**src/rtl/load_extract_unit.sv**
```systemverilog
// Multicycle load-data unit: aligned memory read, lane select, zero/sign extension, start/done handshake.
// Optional alignment fault detection is enabled by defining LOAD_ALIGN_CHECK_EN.
module load_extract_unit #(
   parameter int DATA_W  = 32,
   parameter int ADDR_W  = 32,
   parameter int MEM_LAT = 1
) (
   input  logic              clk,
   input  logic              reset,
   input  logic              start,
   input  logic [1:0]        load_size_control,
   input  logic              load_signed,
   input  logic [ADDR_W-1:0] addr,
   output logic [ADDR_W-1:0] mem_addr,
   output logic              mem_rd,
   input  logic [DATA_W-1:0] mem_rdata,
   output logic              busy,
   output logic              done,
   output logic [DATA_W-1:0] load_out,
   output logic              misaligned
);

   localparam int OFF = $clog2(DATA_W / 8);
   localparam logic [OFF-1:0] HALF_MASK = {{(OFF-1){1'b1}}, 1'b0};
   localparam logic [OFF-1:0] WORD_MASK = (DATA_W == 64) ? OFF'(4) : '0;

   typedef enum logic [1:0] {IDLE, READ, CAPTURE, DONE} state_t;

   state_t            state;
   logic [3:0]        cnt;
   logic [OFF-1:0]    loff;
   logic [1:0]        lsize;
   logic              lsigned;
   logic [DATA_W-1:0] mdr;

   logic              align_fault;
   logic [OFF-1:0]    lane_off;
   logic [DATA_W-1:0] shifted;
   logic [DATA_W-1:0] mask;
   logic              sbit;
   logic [DATA_W-1:0] ext;

   always_comb begin
      align_fault = 1'b0;
`ifdef LOAD_ALIGN_CHECK_EN
      case (load_size_control)
         2'b01:   align_fault = addr[0];
         2'b11:   align_fault = (addr[1:0] != 2'b00);
         2'b00:   align_fault = (addr[OFF-1:0] != '0);
         default: align_fault = 1'b0;
      endcase
`endif
   end

   // Lane offset is the latched byte offset rounded down to the access size;
   // with DATA_W=32 the word mask is empty so size 11 collapses to a full load.
   always_comb begin
      lane_off = '0;
      mask     = '1;
      sbit     = 1'b0;
      case (lsize)
         2'b10: begin
            lane_off = loff;
            mask     = DATA_W'(8'hFF);
         end
         2'b01: begin
            lane_off = loff & HALF_MASK;
            mask     = DATA_W'(16'hFFFF);
         end
         2'b11: begin
            lane_off = loff & WORD_MASK;
            mask     = (DATA_W == 64) ? DATA_W'(32'hFFFF_FFFF) : '1;
         end
         default: begin
            lane_off = '0;
            mask     = '1;
         end
      endcase
      shifted = mdr >> {lane_off, 3'b000};
      case (lsize)
         2'b10:   sbit = shifted[7];
         2'b01:   sbit = shifted[15];
         2'b11:   sbit = shifted[31];
         default: sbit = 1'b0;
      endcase
      ext = (shifted & mask) | ((lsigned && sbit) ? ~mask : '0);
   end

   always_ff @(posedge clk or posedge reset) begin
      if (reset) begin
         state      <= IDLE;
         mem_addr   <= '0;
         mem_rd     <= 1'b0;
         busy       <= 1'b0;
         done       <= 1'b0;
         misaligned <= 1'b0;
         load_out   <= '0;
         cnt        <= '0;
         mdr        <= '0;
         loff       <= '0;
         lsize      <= '0;
         lsigned    <= 1'b0;
      end else begin
         case (state)
            IDLE: begin
               if (start) begin
                  lsize   <= load_size_control;
                  lsigned <= load_signed;
                  loff    <= addr[OFF-1:0];
                  busy    <= 1'b1;
                  cnt     <= '0;
                  if (align_fault) begin
                     done       <= 1'b1;
                     misaligned <= 1'b1;
                     state      <= DONE;
                  end else begin
                     mem_addr <= {addr[ADDR_W-1:OFF], {OFF{1'b0}}};
                     mem_rd   <= 1'b1;
                     state    <= READ;
                  end
               end
            end
            READ: begin
               if (cnt == 4'(MEM_LAT - 1)) begin
                  mdr    <= mem_rdata;
                  mem_rd <= 1'b0;
                  state  <= CAPTURE;
               end else begin
                  cnt <= cnt + 4'd1;
               end
            end
            CAPTURE: begin
               load_out <= ext;
               done     <= 1'b1;
               state    <= DONE;
            end
            DONE: begin
               done       <= 1'b0;
               misaligned <= 1'b0;
               busy       <= 1'b0;
               state      <= IDLE;
            end
            default: state <= IDLE;
         endcase
      end
   end

endmodule

```
**config.mk**
```make
export PLATFORM = sky130hd
export DESIGN_NAME = load_extract_unit
export DESIGN_NICKNAME = d
export VERILOG_FILES = /design/src/rtl/load_extract_unit.sv
export SDC_FILE = /design/constraint.sdc
export NUM_CORES = 1
export LEC_CHECK = 0
export BUFFER_PORTS_ARGS = -buffer_cell sky130_fd_sc_hd__clkbuf_2
export CAP_MARGIN = 20
export CORE_ASPECT_RATIO = 1.5
export CORE_MARGIN = 10
export CORE_UTILIZATION = 56
export DETAILED_ROUTE_END_ITERATION = 10
export GPL_ROUTABILITY_DRIVEN = 0
export PLACE_DENSITY = 0.95
export SLEW_MARGIN = 10
export SYNTH_ARGS = -nofsm -noshare
export SYNTH_HDL_FRONTEND = slang
export SYNTH_SLANG_ARGS = --single-unit
export TNS_END_PERCENT = 1
```
**constraint.sdc**
```tcl
create_clock -name clk -period 7.85 [get_ports clk]
set_input_delay 1.1775 -clock clk [delete_from_list [all_inputs] [get_ports clk]]
set_output_delay 1.1775 -clock clk [all_outputs]
set_load 0.01 [all_outputs]
```
== Yosys cells after proc, flatten, opt, wreduce, memory -nomap -nowiden ==
Cells that the tools add are included.

* Eq/ne operators: 9
* Shift operators: 1
* Multiplexer cells: 15
* Reduce and logical (&&, ||, !) cells: 12
* Add/subtract/negate cells: 1
* Bitwise operators: 3

{| class="wikitable"
|+ Operators by type and width
! operator !! count
|-
| $pmux 32 s2 || 1
|-
| $and 32x32->32 || 1
|-
| $mux 32 || 1
|-
| $not 32->32 || 1
|-
| $or 32x32->32 || 1
|-
| $shr 32x5->32 || 1
|-
| $eq 2x2->1 const B || 4
|-
| $mux 4 || 2
|-
| $pmux 2 s4 || 1
|-
| $pmux 4 s2 || 1
|-
| $reduce_and 2->1 || 4
|-
| $ne 2x2->1 const B || 3
|-
| $pmux 1 s2 || 3
|-
| $reduce_and 3->1 || 2
|-
| $reduce_bool 2->1 || 3
|-
| $add 4x1->4 const B || 1
|-
| $eq 2x1->1 const B || 2
|-
| $logic_not 4->1 || 1
|-
| $mux 2 || 2
|-
| $pmux 2 s2 || 1
|-
| $pmux 1 s3 || 1
|-
| $logic_not 2->1 || 1
|-
| $mux 1 || 2
|-
| $logic_and 1x1->1 || 1
|}

* Output and inout port bits: 68
* Logic and storage cells: 52
* Register bits after elaboration: 108
* Input port bits: 70

== Depth between registers and ports, before layout ==
* Depth after elaboration: 7
* Mapped depth: 9
* Depth with buffers taken out: 7

== Least setup slack after synthesis ==
No wires, ideal clock.

* Path type: input to register
* From: in start
* To: reg loff[0]
* Slack: 5644 ps
* Data required time: 7725 ps
* Buffers on the path: 1
* Setup time: 125 ps
* Data arrival time: 2082 ps
* Cell stages on the path: 3
* Cells stage by stage: nand2_1 -> clkbuf_1 -> mux2_2

* Word-level cells in the longest chain between the ends: 1

{| class="wikitable"
|+ RTL lines
! what !! RTL line !! source
|-
| start, declared || 10 || <nowiki>input logic start,</nowiki>
|-
| $reduce_and 2->1 (no source line) || n/a ||
|-
| end signal, assigned || 109 || <nowiki>loff <= addr[OFF-1:0];</nowiki>
|-
| end, declared || 31 || <nowiki>logic [OFF-1:0] loff;</nowiki>
|}

No other way between the ends.
A chain may end at the register's enable or synchronous reset.

== Worst setup path after layout ==
* From: reg lsize[0]
* To: reg load_out[25]

* Word-level cells in the longest chain between the ends: 7
* Elaborated cells on any way between the ends: 12
* Those cells by class: eq/ne: 3; shift: 1; mux: 4; bitwise: 3; reduce/logical: 1

{| class="wikitable"
|+ RTL lines
! what !! RTL line !! source
|-
| start, declared || 32 || <nowiki>logic [1:0] lsize;</nowiki>
|-
| start signal, assigned || 107 || <nowiki>lsize <= load_size_control;</nowiki>
|-
| $eq 2x1->1 or $eq 2x2->1 (tied branches) || 61, 80 ||
|-
| $pmux 2 s2 || 61 || <nowiki>case (lsize)</nowiki>
|-
| $shr 32x5->32 || 79 || <nowiki>shifted = mdr >> {lane_off, 3'b000};</nowiki>
|-
| $pmux 1 s3 || 80 || <nowiki>case (lsize)</nowiki>
|-
| $logic_and 1x1->1 || 86 || <nowiki>ext = (shifted & mask) | ((lsigned && sbit) ? ~mask : '0);</nowiki>
|-
| $mux 32 || 86 ||
|-
| $or 32x32->32 (*) || 86 ||
|-
| end signal, assigned || 133 || <nowiki>load_out <= ext;</nowiki>
|-
| end, declared || 19 || <nowiki>output logic [DATA_W-1:0] load_out,</nowiki>
|}

Mark *: on every way between the ends. The rest lies on a longest branch, timed or not.

==> results.yml <==
sta:
  setup_viol: 0
  skew_ns: 0.00621
  fin_setup_tns_ns: 0
  rsz0062_at_grt: "false"
  fmax_ghz: 0.338
  hold_viol_final: 0
  hold_slack_ns: 0.499
  setup_ws_ns: 4.89
  max_slew_margin_pct: 29.0
  period_minus_slack_ns: 2.96
  fin_crit_sh_pct: 37.7
  slew_violations: 0
  tightest_slew_ns: 1.06
synthesis:
  synth_edf_count: 0
  synthDominantAreaCellType: "dfrtp_1"
  netlist_area_sq_mm: 0.00490
  yosys-top-cells-area: "dfrtp_1 55%, mux2_2 19%, a21oi_1 3.4%"
  syn_inst: 414
  yosysSeqAreaShare_pct: 55.1
  synth_ff_type: "dfrtp_1"
  ys_ff_latch: 108
  yosysWarnings: 0
  async_flop_share_pct: 100
  synth.distinct_cells: 46
  synth_top_cell_area_share_pct: 55.1
  avgSynthCellArea_sq_um: 11.8
finish:
  nNetsFinal: 623
  final_common_cell: "clkbuf_2"
  area_growth_pct: 21.3
  layout_common_cells: "134 x clkbuf_2, 108 x dfrtp_1, 81 x mux2_2"
  drive_above_1_share_pct: 44.8
  fillers: 614
  diodes: 0
  layout.cells.non_filler: 654
worst_setup_path:
  cp.arrival_ns: 3.16
  endpoint_kind: "register"
  cp-start-kind: "register"
  crit_required_ns: 8.05
  cp_max_fo: 20
  critPathKind: "reg2reg"
routing:
  drc: 0
  viasPerCell: 5.83
  drt.antenna.violating_nets: 0
  first_pass_iters: 5
  wl_per_cell_um: 19.5
  vias: 3816
  wirelength_um: 12800
  initialDrtViolationCount: 270
clock_tree:
  cts_tree: "built"
  cts_hold_buf: 0
  clock_path_buffers: 2
  cts_setup_buffers: 0
  cts_root_buf: "clkbuf_16"
  cts_resized: 0
  clkLatencyLatePin_ns: 0.35
  ctsHtreeMaxLevel: 3
  numCtsBuffers: 9
  cts.sinks: 108
  clk_pin_slew_ns: 0.07
global_route:
  grt_max_degree: 68
  antenna_found_initial: 0
  grt_overflow_total: 0
  grtUsageTotal_pct: 20.0
  grt_pass1_wl_um: 20300
  grt_pass1_vias: 4160
min_path:
  hp-class: "reg2reg"
flow_run:
  drv_cap: 0
place:
  numPortBuffers: 134
  place_worst_setup_slack_ns: 4.98
  hpwl_um: 9680
  dp_cells: 638
floorplan:
  die_x_um: 96.4
  initial_core_util_pct: 57.9
  fp-row-count: 41
  dieArea_sq_mm: 0.0130
  coreArea_sq_mm: 0.00846
  boundaryPins: 138
  die_y_um: 135
power_and_ir_drop:
  ir_worst_vdd_uv: 232
  pwr_density_cell_mw_per_mm2: 469
  p_leak_nw: 2.89
run_status:
  status: "completed"
[logic make-up (layout without fill, tap and decap cells)]
kind of cell	count (synthesis)	count (layout)	share of synthesized area, %
DFF	108	108	55.1
and+or+nand+nor	96	96	8.53
muxes	86	86	19.7
AOI/OAI and AO/OA	76	76	10.3
buffers and inverters	36	167	3.42
adders and majority gates	11	11	2.81
other	1	3	0.0765
[power by group]
group	switching, mW	total (mW)	internal (mW)
Clock	0.195	0.468	0.274
Sequential	0.228	1.07	0.841
Combinational	0.672	1.25	0.577
Total	1.09	2.79	1.69
[final timing paths]
path | from | endpoint | slack (ns) | cells after the start
max in group asynchronous | reset | load_out[19]$_DFFE_PP0P_ | 5.78 | 3
max | lsize[0]$_DFFE_PP0P_ | load_out[25]$_DFFE_PP0P_ | 4.89 | 7
min reg2reg | load_out[7]$_DFFE_PP0P_ | load_out[7]$_DFFE_PP0P_ | 0.50 | 1
min in group asynchronous | reset | mem_addr[9]$_DFFE_PP0P_ | 0.87 | 2
min | load_out[7]$_DFFE_PP0P_ | load_out[7]$_DFFE_PP0P_ | 0.50 | 1
max reg2reg | lsize[0]$_DFFE_PP0P_ | load_out[25]$_DFFE_PP0P_ | 4.89 | 7
[cell usage after synthesis, drive strengths merged, types with 2 or more instances]
cell type	count
dfrtp	108
mux2	82
nand2	40
a21oi	34
nor2	31
buf	13
inv	12
ha	11
o21ai	11
clkbuf	10
nand3	9
a221oi	7
a31oi	7
nor4	7
mux2i	4
a211oi	3
a22oi	2
nand2b	2
nor2b	2
nor3	2
o211ai	2
o221ai	2
[per-stage QoR]
stage | area (sq um) | power (mW) | utilization (%)
after CTS | 5940 | 2.79 | 70.2
after global placement | 5630 | 2.23 | 66.5
after global routing | 5940 | 2.96 | 70.2
after detailed placement | 5630 | 2.31 | 66.5
final | 5940 | 2.79 | 70.2
after floorplan | 4910 | 1.89 | -
[critical path, stage by stage (launching register included)]
cell	delay [ns]
dfrtp_1	0.42
inv_1	0.12
ha_1	0.46
o211ai_2	0.52
a211oi_2	0.39
o21ai_1	0.19
o211ai_1	0.56
a21oi_1	0.15
[per-layer routing]
metal  vias up  wire length, um  global-route usage, %
met1      1845             4370                   21.2
met2       208             6580                   33.0
met4         0              637                   12.2
met5         -                0                      0
li1       1713                -                      -
met3        50             1180                   6.71
[flip-flops by register name, indices dropped and copies added, names as in the netlist]
| name | cells |
|---|---|
| lsize | 2 |
| loff | 2 |
| load_out | 32 |
| state | 2 |
| cnt | 4 |
| done | 1 |
| lsigned | 1 |
| mem_addr | 30 |
| busy | 1 |
| mdr | 32 |
| mem_rd | 1 |
[layout make-up]
cell class | count | area [sq um] | share of cell area [%]
Inverter | 13 | 51.3 | 0.863
Multi-Input combinational cell | 272 | 2040 | 34.3
Timing Repair Buffer | 138 | 701 | 11.8
Sequential cell | 108 | 2700 | 45.5
Clock buffer | 13 | 270 | 4.55
Clock inverter | 3 | 43.8 | 0.737
Tap cell | 107 | 134 | 2.25
No activity file was read; power rests on OpenSTA's default activity.
